<file path="src/rtl/mc_ctrl_pkg.sv">
// Shared types and encodings for the multi-cycle RV32I control unit.
// Holds the FSM state enum, opcode constants and mux-select codes.
package mc_ctrl_pkg;

   typedef enum logic [3:0] {
      StFetch    = 4'd0,
      StDecode   = 4'd1,
      StMemAdr   = 4'd2,
      StMemRead  = 4'd3,
      StMemWb    = 4'd4,
      StMemWrite = 4'd5,
      StExecR    = 4'd6,
      StExecI    = 4'd7,
      StAluWb    = 4'd8,
      StBeq      = 4'd9,
      StJal      = 4'd10
   } state_t;

   typedef enum logic [1:0] {
      AluOpAdd   = 2'd0,
      AluOpSub   = 2'd1,
      AluOpFunct = 2'd2
   } aluop_t;

   localparam logic [6:0] OpLoad   = 7'b0000011;
   localparam logic [6:0] OpStore  = 7'b0100011;
   localparam logic [6:0] OpRtype  = 7'b0110011;
   localparam logic [6:0] OpItype  = 7'b0010011;
   localparam logic [6:0] OpBranch = 7'b1100011;
   localparam logic [6:0] OpJal    = 7'b1101111;

   localparam logic [1:0] ResAluOut    = 2'b00;
   localparam logic [1:0] ResData      = 2'b01;
   localparam logic [1:0] ResAluResult = 2'b10;

   localparam logic [1:0] SrcAPc    = 2'b00;
   localparam logic [1:0] SrcAOldPc = 2'b01;
   localparam logic [1:0] SrcARd1   = 2'b10;

   localparam logic [1:0] SrcBRd2  = 2'b00;
   localparam logic [1:0] SrcBImm  = 2'b01;
   localparam logic [1:0] SrcBFour = 2'b10;

   localparam logic [1:0] ImmI = 2'b00;
   localparam logic [1:0] ImmS = 2'b01;
   localparam logic [1:0] ImmB = 2'b10;
   localparam logic [1:0] ImmJ = 2'b11;

   localparam logic [2:0] AluAdd = 3'b000;
   localparam logic [2:0] AluSub = 3'b001;
   localparam logic [2:0] AluAnd = 3'b010;
   localparam logic [2:0] AluOr  = 3'b011;
   localparam logic [2:0] AluSlt = 3'b101;

   // States whose exit edge completes an instruction.
   function automatic logic is_retire(input state_t s);
      return (s == StMemWb) || (s == StMemWrite) || (s == StAluWb) || (s == StBeq);
   endfunction

   function automatic logic op_supported(input logic [6:0] o);
      return (o == OpLoad) || (o == OpStore) || (o == OpRtype) || (o == OpItype) ||
             (o == OpBranch) || (o == OpJal);
   endfunction

endpackage

</file>
<file path="src/rtl/alu_decoder.sv">
// Combinational ALU-control decode from the FSM's aluop class and the
// instruction's funct fields.
module alu_decoder
   import mc_ctrl_pkg::*;
(
   input  aluop_t     aluop,
   input  logic [2:0] funct3,
   input  logic       op_b5,
   input  logic       funct7b5,
   output logic [2:0] alu_control
);

   always_comb begin
      alu_control = AluAdd;
      unique case (aluop)
         AluOpAdd: alu_control = AluAdd;
         AluOpSub: alu_control = AluSub;
         AluOpFunct: begin
            unique case (funct3)
               // Only R-type distinguishes sub; addi ignores instr[30].
               3'b000:  alu_control = (op_b5 & funct7b5) ? AluSub : AluAdd;
               3'b010:  alu_control = AluSlt;
               3'b110:  alu_control = AluOr;
               3'b111:  alu_control = AluAnd;
               default: alu_control = AluAdd;
            endcase
         end
         default: alu_control = AluAdd;
      endcase
   end

endmodule

</file>
<file path="src/rtl/multi_cycle_controller.sv">
// Moore FSM sequencing the shared-ALU multi-cycle RV32I datapath, with a
// retired-instruction counter and an illegal-opcode pulse.
module multi_cycle_controller
   import mc_ctrl_pkg::*;
#(
   parameter int unsigned CNT_W = 32
) (
   input  logic             clk,
   input  logic             reset,
   input  logic [6:0]       op,
   input  logic [2:0]       funct3,
   input  logic             funct7b5,
   input  logic             zero,
   output logic             pc_write,
   output logic             adr_src,
   output logic             mem_write,
   output logic             ir_write,
   output logic [1:0]       result_src,
   output logic [1:0]       alu_src_a,
   output logic [1:0]       alu_src_b,
   output logic [1:0]       imm_src,
   output logic [2:0]       alu_control,
   output logic             reg_write,
   output logic             illegal,
   output logic [3:0]       state_o,
   output logic [CNT_W-1:0] instret
);

   state_t           state_q, state_d;
   logic [CNT_W-1:0] instret_q;
   aluop_t           aluop;
   logic             pc_update, branch;
   logic             ir_write_m, mem_write_m, reg_write_m, illegal_m;

   always_ff @(posedge clk or posedge reset) begin
      if (reset) begin
         state_q <= StFetch;
      end else begin
         state_q <= state_d;
      end
   end

   always_comb begin
      state_d = state_q;
      unique case (state_q)
         StFetch:  state_d = StDecode;
         StDecode: begin
            if (op == OpLoad || op == OpStore) state_d = StMemAdr;
            else if (op == OpRtype)            state_d = StExecR;
            else if (op == OpItype)            state_d = StExecI;
            else if (op == OpJal)              state_d = StJal;
            else if (op == OpBranch)           state_d = StBeq;
            else                               state_d = StFetch;
         end
         StMemAdr:   state_d = (op == OpLoad) ? StMemRead : StMemWrite;
         StMemRead:  state_d = StMemWb;
         StMemWb:    state_d = StFetch;
         StMemWrite: state_d = StFetch;
         StExecR:    state_d = StAluWb;
         StExecI:    state_d = StAluWb;
         StAluWb:    state_d = StFetch;
         StBeq:      state_d = StFetch;
         StJal:      state_d = StAluWb;
         default:    state_d = StFetch;
      endcase
   end

   always_comb begin
      adr_src     = 1'b0;
      ir_write_m  = 1'b0;
      mem_write_m = 1'b0;
      reg_write_m = 1'b0;
      illegal_m   = 1'b0;
      result_src  = ResAluOut;
      alu_src_a   = SrcAPc;
      alu_src_b   = SrcBRd2;
      aluop       = AluOpAdd;
      pc_update   = 1'b0;
      branch      = 1'b0;
      unique case (state_q)
         StFetch: begin
            ir_write_m = 1'b1;
            alu_src_b  = SrcBFour;
            result_src = ResAluResult;
            pc_update  = 1'b1;
         end
         StDecode: begin
            // Precompute the branch target while the opcode is decoded.
            alu_src_a = SrcAOldPc;
            alu_src_b = SrcBImm;
            illegal_m = ~op_supported(op);
         end
         StMemAdr: begin
            alu_src_a = SrcARd1;
            alu_src_b = SrcBImm;
         end
         StMemRead: adr_src = 1'b1;
         StMemWb: begin
            result_src  = ResData;
            reg_write_m = 1'b1;
         end
         StMemWrite: begin
            adr_src     = 1'b1;
            mem_write_m = 1'b1;
         end
         StExecR: begin
            alu_src_a = SrcARd1;
            alu_src_b = SrcBRd2;
            aluop     = AluOpFunct;
         end
         StExecI: begin
            alu_src_a = SrcARd1;
            alu_src_b = SrcBImm;
            aluop     = AluOpFunct;
         end
         StAluWb: reg_write_m = 1'b1;
         StBeq: begin
            alu_src_a = SrcARd1;
            alu_src_b = SrcBRd2;
            aluop     = AluOpSub;
            branch    = 1'b1;
         end
         StJal: begin
            alu_src_a = SrcAOldPc;
            alu_src_b = SrcBFour;
            pc_update = 1'b1;
         end
         default: ;
      endcase
   end

   always_comb begin
      unique case (op)
         OpLoad, OpItype: imm_src = ImmI;
         OpStore:         imm_src = ImmS;
         OpBranch:        imm_src = ImmB;
         OpJal:           imm_src = ImmJ;
         default:         imm_src = ImmI;
      endcase
   end

   alu_decoder u_alu_decoder (
      .aluop       (aluop),
      .funct3      (funct3),
      .op_b5       (op[5]),
      .funct7b5    (funct7b5),
      .alu_control (alu_control)
   );

   always_ff @(posedge clk or posedge reset) begin
      if (reset) begin
         instret_q <= '0;
      end else if (is_retire(state_q)) begin
         instret_q <= instret_q + CNT_W'(1);
      end
   end

   // Enables are held low for the whole reset assertion, not just after the edge.
   assign pc_write  = ~reset & (pc_update | (branch & zero));
   assign ir_write  = ~reset & ir_write_m;
   assign mem_write = ~reset & mem_write_m;
   assign reg_write = ~reset & reg_write_m;
   assign illegal   = ~reset & illegal_m;
   assign state_o   = state_q;
   assign instret   = instret_q;

endmodule
</file>
<file path="config.mk">
export PLATFORM = sky130hd
export DESIGN_NAME = multi_cycle_controller
export DESIGN_NICKNAME = d
export VERILOG_FILES = /design/src/rtl/mc_ctrl_pkg.sv /design/src/rtl/alu_decoder.sv /design/src/rtl/multi_cycle_controller.sv
export SDC_FILE = /design/constraint.sdc
export NUM_CORES = 1
export LEC_CHECK = 0
export CORE_ASPECT_RATIO = 0.7
export CORE_MARGIN = 4
export CORE_UTILIZATION = 46
export DETAILED_ROUTE_END_ITERATION = 8
export GPL_TIMING_DRIVEN = 0
export HOLD_SLACK_MARGIN = 0.05
export PLACE_DENSITY = 0.85
export SYNTH_ARGS = -nofsm -noshare
export SYNTH_HDL_FRONTEND = slang
export SYNTH_HIERARCHICAL = 1
export SYNTH_SLANG_ARGS = --single-unit
</file>
<file path="constraint.sdc">
create_clock -name clk -period 2.51 [get_ports clk]
set_clock_uncertainty 0.15 [all_clocks]
set_input_delay 0.502 -clock clk [delete_from_list [all_inputs] [get_ports clk]]
set_output_delay 0.502 -clock clk [all_outputs]
set_load 0.05 [all_outputs]
</file>
; After elaboration in Yosys (flattened, before gate mapping)
; Index checks and enable logic that the tools add are counted.
; Widths: inputs -> output; s select.
[word_totals]
mem_bits_rw = 0
output_inout_bits = 53
memories = 0
rom_bits = 0
elab_cells = 74
reg_bits = 36
in_bits = 14
latchBits = 0
[op_classes]
n_bitwise = 10
n_shift = 0
add_sub_neg = 1
muxes = 22
div_mod_pow = 0
eq_ne = 21
mul = 0
order_cmp = 0
n_reduce_logical = 18
[op_table]
columns = op, count
row1 = $add 32x1->32 const B, 1
row2 = $mux 4, 5
row3 = $pmux 4 s5, 1
row4 = $eq 4x3->1 const B, 4
row5 = $pmux 2 s2, 4
row6 = $eq 7x6->1 const B, 2
row7 = $eq 7x7->1 const B, 2
row8 = $eq 4x4->1 const B, 3
row9 = $pmux 3 s4, 1
row10 = $reduce_or 2->1, 5
row11 = $eq 4x2->1 const B, 2
row12 = $logic_or 1x1->1, 8
row13 = $mux 1, 8
row14 = $and 1x1->1, 7
row15 = $eq 7x2->1 const B, 1
row16 = $eq 7x5->1 const B, 1
row17 = $eq 3x3->1 const B, 2
row18 = $pmux 2 s3, 1
row19 = $pmux 3 s2, 1
row20 = $reduce_or 3->1, 2
row21 = $eq 4x1->1 const B, 1
row22 = $logic_not 4->1, 1
row23 = $reduce_or 4->1, 1
row24 = $eq 3x2->1 const B, 1
row25 = 6 further kinds, 7

; Depth between registers and ports, before layout
[depth]
word_depth = 9
mapped_depth = 7
mapped_depth_nobuf = 6

; Hierarchy
; The synthesis kept the hierarchy.
[by_module_without_submodules]
columns = mod, seq_area_each_um2, area_per_inst_um2, instances, cells_per_inst
row1 = multi_cycle_controller, 900.9, 1945.6, 1, 200
row2 = alu_decoder, 0.0, 96.3, 1, 11

; Worst setup path before layout
; Ideal clock, no wire load.
[synth_timing]
path_kind = flip-flop to output port
from = register state_q[3], in the netlist state_o[3]
to = output port pc_write
arrival_time_ns = 3.296
t_required_ns = 1.858
path_slack_ns = -1.438
path_stages_with_launch = 6
cell_sequence = dfrtp_1 -> buf_2 -> nor2b_1 -> nor4_1 -> a21oi_1 -> nor2_1
[synth_via]
elab_chain_cells = 5
word_cells_on_any_way = 9
cone_classes = eq/ne: 2 / mux: 2 / bitwise: 3 / reduce/logical: 2
[synth_rtl]
columns = item, line_no
row1 = start: declaration, multi_cycle_controller.sv:29  ; state_t state_q, state_d;
row2 = start signal: assignment, multi_cycle_controller.sv:37  ; state_q <= StFetch;
row3 = start signal: assignment, multi_cycle_controller.sv:39  ; state_q <= state_d;
row4 = $eq 4x4->1 / $logic_not 4->1 (equally long branches), multi_cycle_controller.sv:80  ; unique case (state_q)
row5 = $reduce_or 2->1 (no line) / $mux 1 (equally long branches), --
row6 = $mux 1 / $and 1x1->1 (equally long branches), "multi_cycle_controller.sv:80, multi_cycle_controller.sv:159"
row7 = $or 1x1->1 (*), multi_cycle_controller.sv:159  ; assign pc_write = ~reset & (pc_update | (branch & zero));
row8 = $and 1x1->1 (*), multi_cycle_controller.sv:159
row9 = end: declaration, multi_cycle_controller.sv:14  ; output logic pc_write,
; Every way passes the cells marked *; elsewhere a longest branch is shown, timed or not.

; Final worst setup path
[layout_timing]
from = register state_q[1], in the netlist state_o[1]
to = output port alu_control[1]
[layout_via]
elab_chain_cells = 5
word_cells_on_any_way = 8
cone_classes = eq/ne: 5 / mux: 2 / reduce/logical: 1
[layout_rtl]
columns = item, line_no
row1 = $eq 4x3->1, multi_cycle_controller.sv:80
row2 = $reduce_or 2->1 (no line), --
row3 = $pmux 2 s2 (*), multi_cycle_controller.sv:80
row4 = via aluop[0], multi_cycle_controller.sv:31  ; aluop_t aluop;
row5 = $eq 2x2->1 / $eq 2x1->1 (equally long branches), alu_decoder.sv:15  ; unique case (aluop)
row6 = $pmux 3 s2 (*), alu_decoder.sv:15
row7 = end: declaration, multi_cycle_controller.sv:22  ; output logic [2:0] alu_control,
; Mark *: on every way through the listed nets, which the timed path passes. The rest lies on a longest branch.

==> summary.txt <==
ANT cells: 0
Tightest Pin Transition: 0.747 ns
Required time at the worst-slack endpoint: 1.86 ns
Worst Path Class, Setup: flop to primary output
Critical path arrival: 1.88 ns
Yosys reg bits: 36
Top cell type's share of synthesized area: 44.1%
Power Dens Cells: 610 nW/µm²
Worst Path Max Fanout: 4
Clock slew at reported path FFs: 0.07 ns
Synth Area in Adders: 1.84%
TritonCTS Buffers: 5
Sum of overflow across all layers after global routing: 0
Largest family of logic cells by synthesized area: simple AND/OR/NAND/NOR gates
VDD IR-drop max: 831 µV
CTS Root Buffer Type: sky130_fd_sc_hd__clkbuf_8
Worst-case register-to-register setup slack: 0.45 ns
Max-Cap Viols: 0
Cell with the largest stage delay on the worst path: sky130_fd_sc_hd__dfrtp_2
Max Transition Viols Final: 0
Final number of hold-violating endpoints: 0
Register area share after synthesis: 44.1%
1st-pass router iterations: 4
Remaining design rule violation count: 0
Fraction of final layout cells with drive strength greater than 1: 25.8%
Hold Crit Depth: 1
Antenna violations before repair: 0
Post-Place Worst Slack: -0.709 ns
IO Pins: 67
Placed cell count: 329
Net switching power figure: 0.736 mW
Most used standard cell by instance count after synthesis: sky130_fd_sc_hd__dfrtp_1
Cell taking the most area after synthesis: sky130_fd_sc_hd__dfrtp_1
Count of buffer and inverter cells on the critical path: 3
First-pass GRT wire length: 9270 µm
Number of clock sinks: 36
Post-Synth XOR/XNOR Area: 15.0%
Critical path, cell by cell: buf_6 -> nand2b_4 -> nor2_4 -> inv_2 -> ha_4 -> and4b_4 -> buf_8
Net total in the final layout: 315
Kind of start point of the critical path: flop
Number of flops mapped to enable cells by yosys: 0
Mean area per synthesized cell: 9.68 µm²
Die X-Extent: 87.6 µm
Fraction of power spent switching nets: 37.7%
Part of the power in combinational logic: 37.7%
1st-iter DRT viols: 95
Core Box Area: 4090 µm²
Number of nets in the synthesized netlist: 228
Violations in the final reports: setup timing
Tmin final: 2.53 ns
Pin count of the biggest net entering global routing: 37
Most frequently used flop master after synthesis: sky130_fd_sc_hd__dfrtp_1
Cell depth of the worst setup path: 7
Result of the run: finished, violations left
Setup Viol. Count Final: 1
Internal power: 1.22 mW
Number of buffers on the longest clock path: 2
Die outline area: 5590 µm²
Share of synthesized cell area in and, or, nand and nor gates: 30.9%
Cell count after synthesis: 211
Average wire per cell in the routed design: 16.8 µm
Via count of the first global-routing pass: 1842
Maximum clock rate: 0.395 GHz
H-tree depth: 2
Slowest stage delay, CP: 0.42 ns
Total vias in the final route: 1943
Critical Path Sink Type: primary output
Area grow syn2layout: 57.0%
Share of power burned in the clock network: 28.1%
Ys async rst share: 100%
Cell types with the largest area share after synthesis: sky130_fd_sc_hd__dfrtp_1 (44%), sky130_fd_sc_hd__xor2_1 (9.9%), sky130_fd_sc_hd__xnor2_1 (5.1%)
Post-synth cell types: 39
Layout fillers: 259
Detail Placement HPWL: 3990 µm
Max transition margin: 50.1%
Number of buffer cells added on primary ports: 66
TritonCTS clock tree: built
Worst hold path class: flop to flop
Num rows: 19
Routability-driven placement congestion ratio: 0.776
Sequential share of power: 34.2%
Finished Layout Cells: 351
Post-CTS Hold Fix Bufs: 0
Multiplexer share of the synthesized area: 0.551%
Vias per cell: 5.54
Count of nets left with antenna violations after detail routing: 0
Top cells by count, synth: sky130_fd_sc_hd__dfrtp_1 (36), sky130_fd_sc_hd__xor2_1 (23), sky130_fd_sc_hd__nand2_1 (16), sky130_fd_sc_hd__nor3_1 (16), sky130_fd_sc_hd__nor2_1 (13)
Minimum setup slack in the final design: -0.0215 ns
Portion of the clock cycle consumed by the worst path in the final layout: 101%
Final wirelength: 5880 µm
Leak Pwr: 1.53 nW
Die height: 63.7 µm
Global-route usage over all layers: 21.1%
Clock latency on the worst-skew pair: 0.28 ns
Unrepaired setup endpoints after global routing: yes
Post-synthesis instance area: 2040 µm²
Synth Area in Compound Gates: 4.78%
Yosys warning total: 6
Depth of the most critical reg-to-reg path: 5
Initial core utilization: 49.9%
Top cell family by delay on the critical path: simple AND/OR/NAND/NOR gates
[registers in the layout, indices dropped and copies added, names as in the netlist]
name,cells
state_o,4
instret,32
[kinds of logic after synthesis]
| family | after synthesis |
|---|---|
| buffers and inverters | 14 |
| AO/OA/AOI/OAI | 14 |
| AND/OR/NAND/NOR | 108 |
| flip-flops | 36 |
| multiplexers | 1 |
| XOR/XNOR | 35 |
| adder cells (fa/ha/maj) | 3 |
[worst paths after layout]
kind,startpoint,endpoint
setup / recovery,state_o[1],alu_control[1]
hold / removal,instret[31],instret[31]
setup reg to reg,state_o[3],instret[19]
hold reg to reg,instret[31],instret[31]
max in group asynchronous,reset,state_o[0]
min in group asynchronous,reset,state_o[3]
[power by group through the flow]
| stage | clock, mW | combinational, mW | sequential, mW |
|---|---|---|---|
| floorplan | 0 | 0.380 | 0.767 |
| global placement | 0 | 0.696 | 0.674 |
| detailed placement | 0 | 0.702 | 0.677 |
| CTS | 0.558 | 0.726 | 0.668 |
| global route | 0.586 | 0.773 | 0.674 |
| finish | 0.549 | 0.737 | 0.669 |
[routing by layer]
metal  track usage [%]  part of all wire (%)
met1              30.4                    45
met2              33.1                    48
met3              5.26                   5.4
met4              2.87                   1.7
met5                 0                     0
[cells in the final DEF (no fill, tap or decap), drive strengths merged, types with 7 or more instances in the layout]
cell type      instances
xnor2                 12
dfrtp                 36
nand4                  9
nand3                  7
clkbuf                13
and3                   8
nor3                  16
buf                   27
nor2                  13
clkdlybuf4s50         43
nand2                 16
xor2                  23
[cell type report]
class                           count  area [µm²]  area share, %
Tap cell                           52        65.1           2.03
Buffer                              5        32.5           1.01
Inverter                            6        22.5          0.702
Clock buffer                        7        96.3           3.00
Clock inverter                      1        30.0          0.936
Sequential cell                    36         906           28.2
Multi-Input combinational cell    161        1260           39.3
Timing Repair Buffer               83         796           24.8
[stage by stage]
| stage | area, µm² | utilization (%) | hold WS [ns] | TNS (ns) | power, mW |
|---|---|---|---|---|---|
| 5_1_grt | 3210 | 78.4 | 0.349 | -0.232 | 2.03 |
| 6_report | 3210 | 78.4 | 0.315 | -0.0215 | 1.96 |
| 2_1_floorplan | 2170 | - | 0.519 | -2.24 | 1.15 |
| 4_1_cts | 3130 | 76.5 | 0.321 | -0.0982 | 1.95 |
| 3_3_place_gp | 2900 | 70.9 | 0.306 | -5.71 | 1.37 |
| 3_5_place_dp | 2900 | 70.9 | 0.312 | -5.96 | 1.38 |
[worst register-to-register path: stages (launching register included)]
cell	delay, ns
sky130_fd_sc_hd__dfrtp_2	0.47
sky130_fd_sc_hd__buf_4	0.16
sky130_fd_sc_hd__xor2_1	0.26
sky130_fd_sc_hd__nand4_1	0.34
sky130_fd_sc_hd__nor4_1	0.41
sky130_fd_sc_hd__xor2_1	0.19
[repair_timing]
item | in CTS | in global routing
setup buffers | 11 | 6
endpoints found under the setup margin | 17 | 12
cloned | 0 | 0
gates resized for setup | 81 | 25
hold endpoints to repair | 0 | 0
pin swaps | 3 | 3
Note: power is estimated with default switching activity, not from simulation.
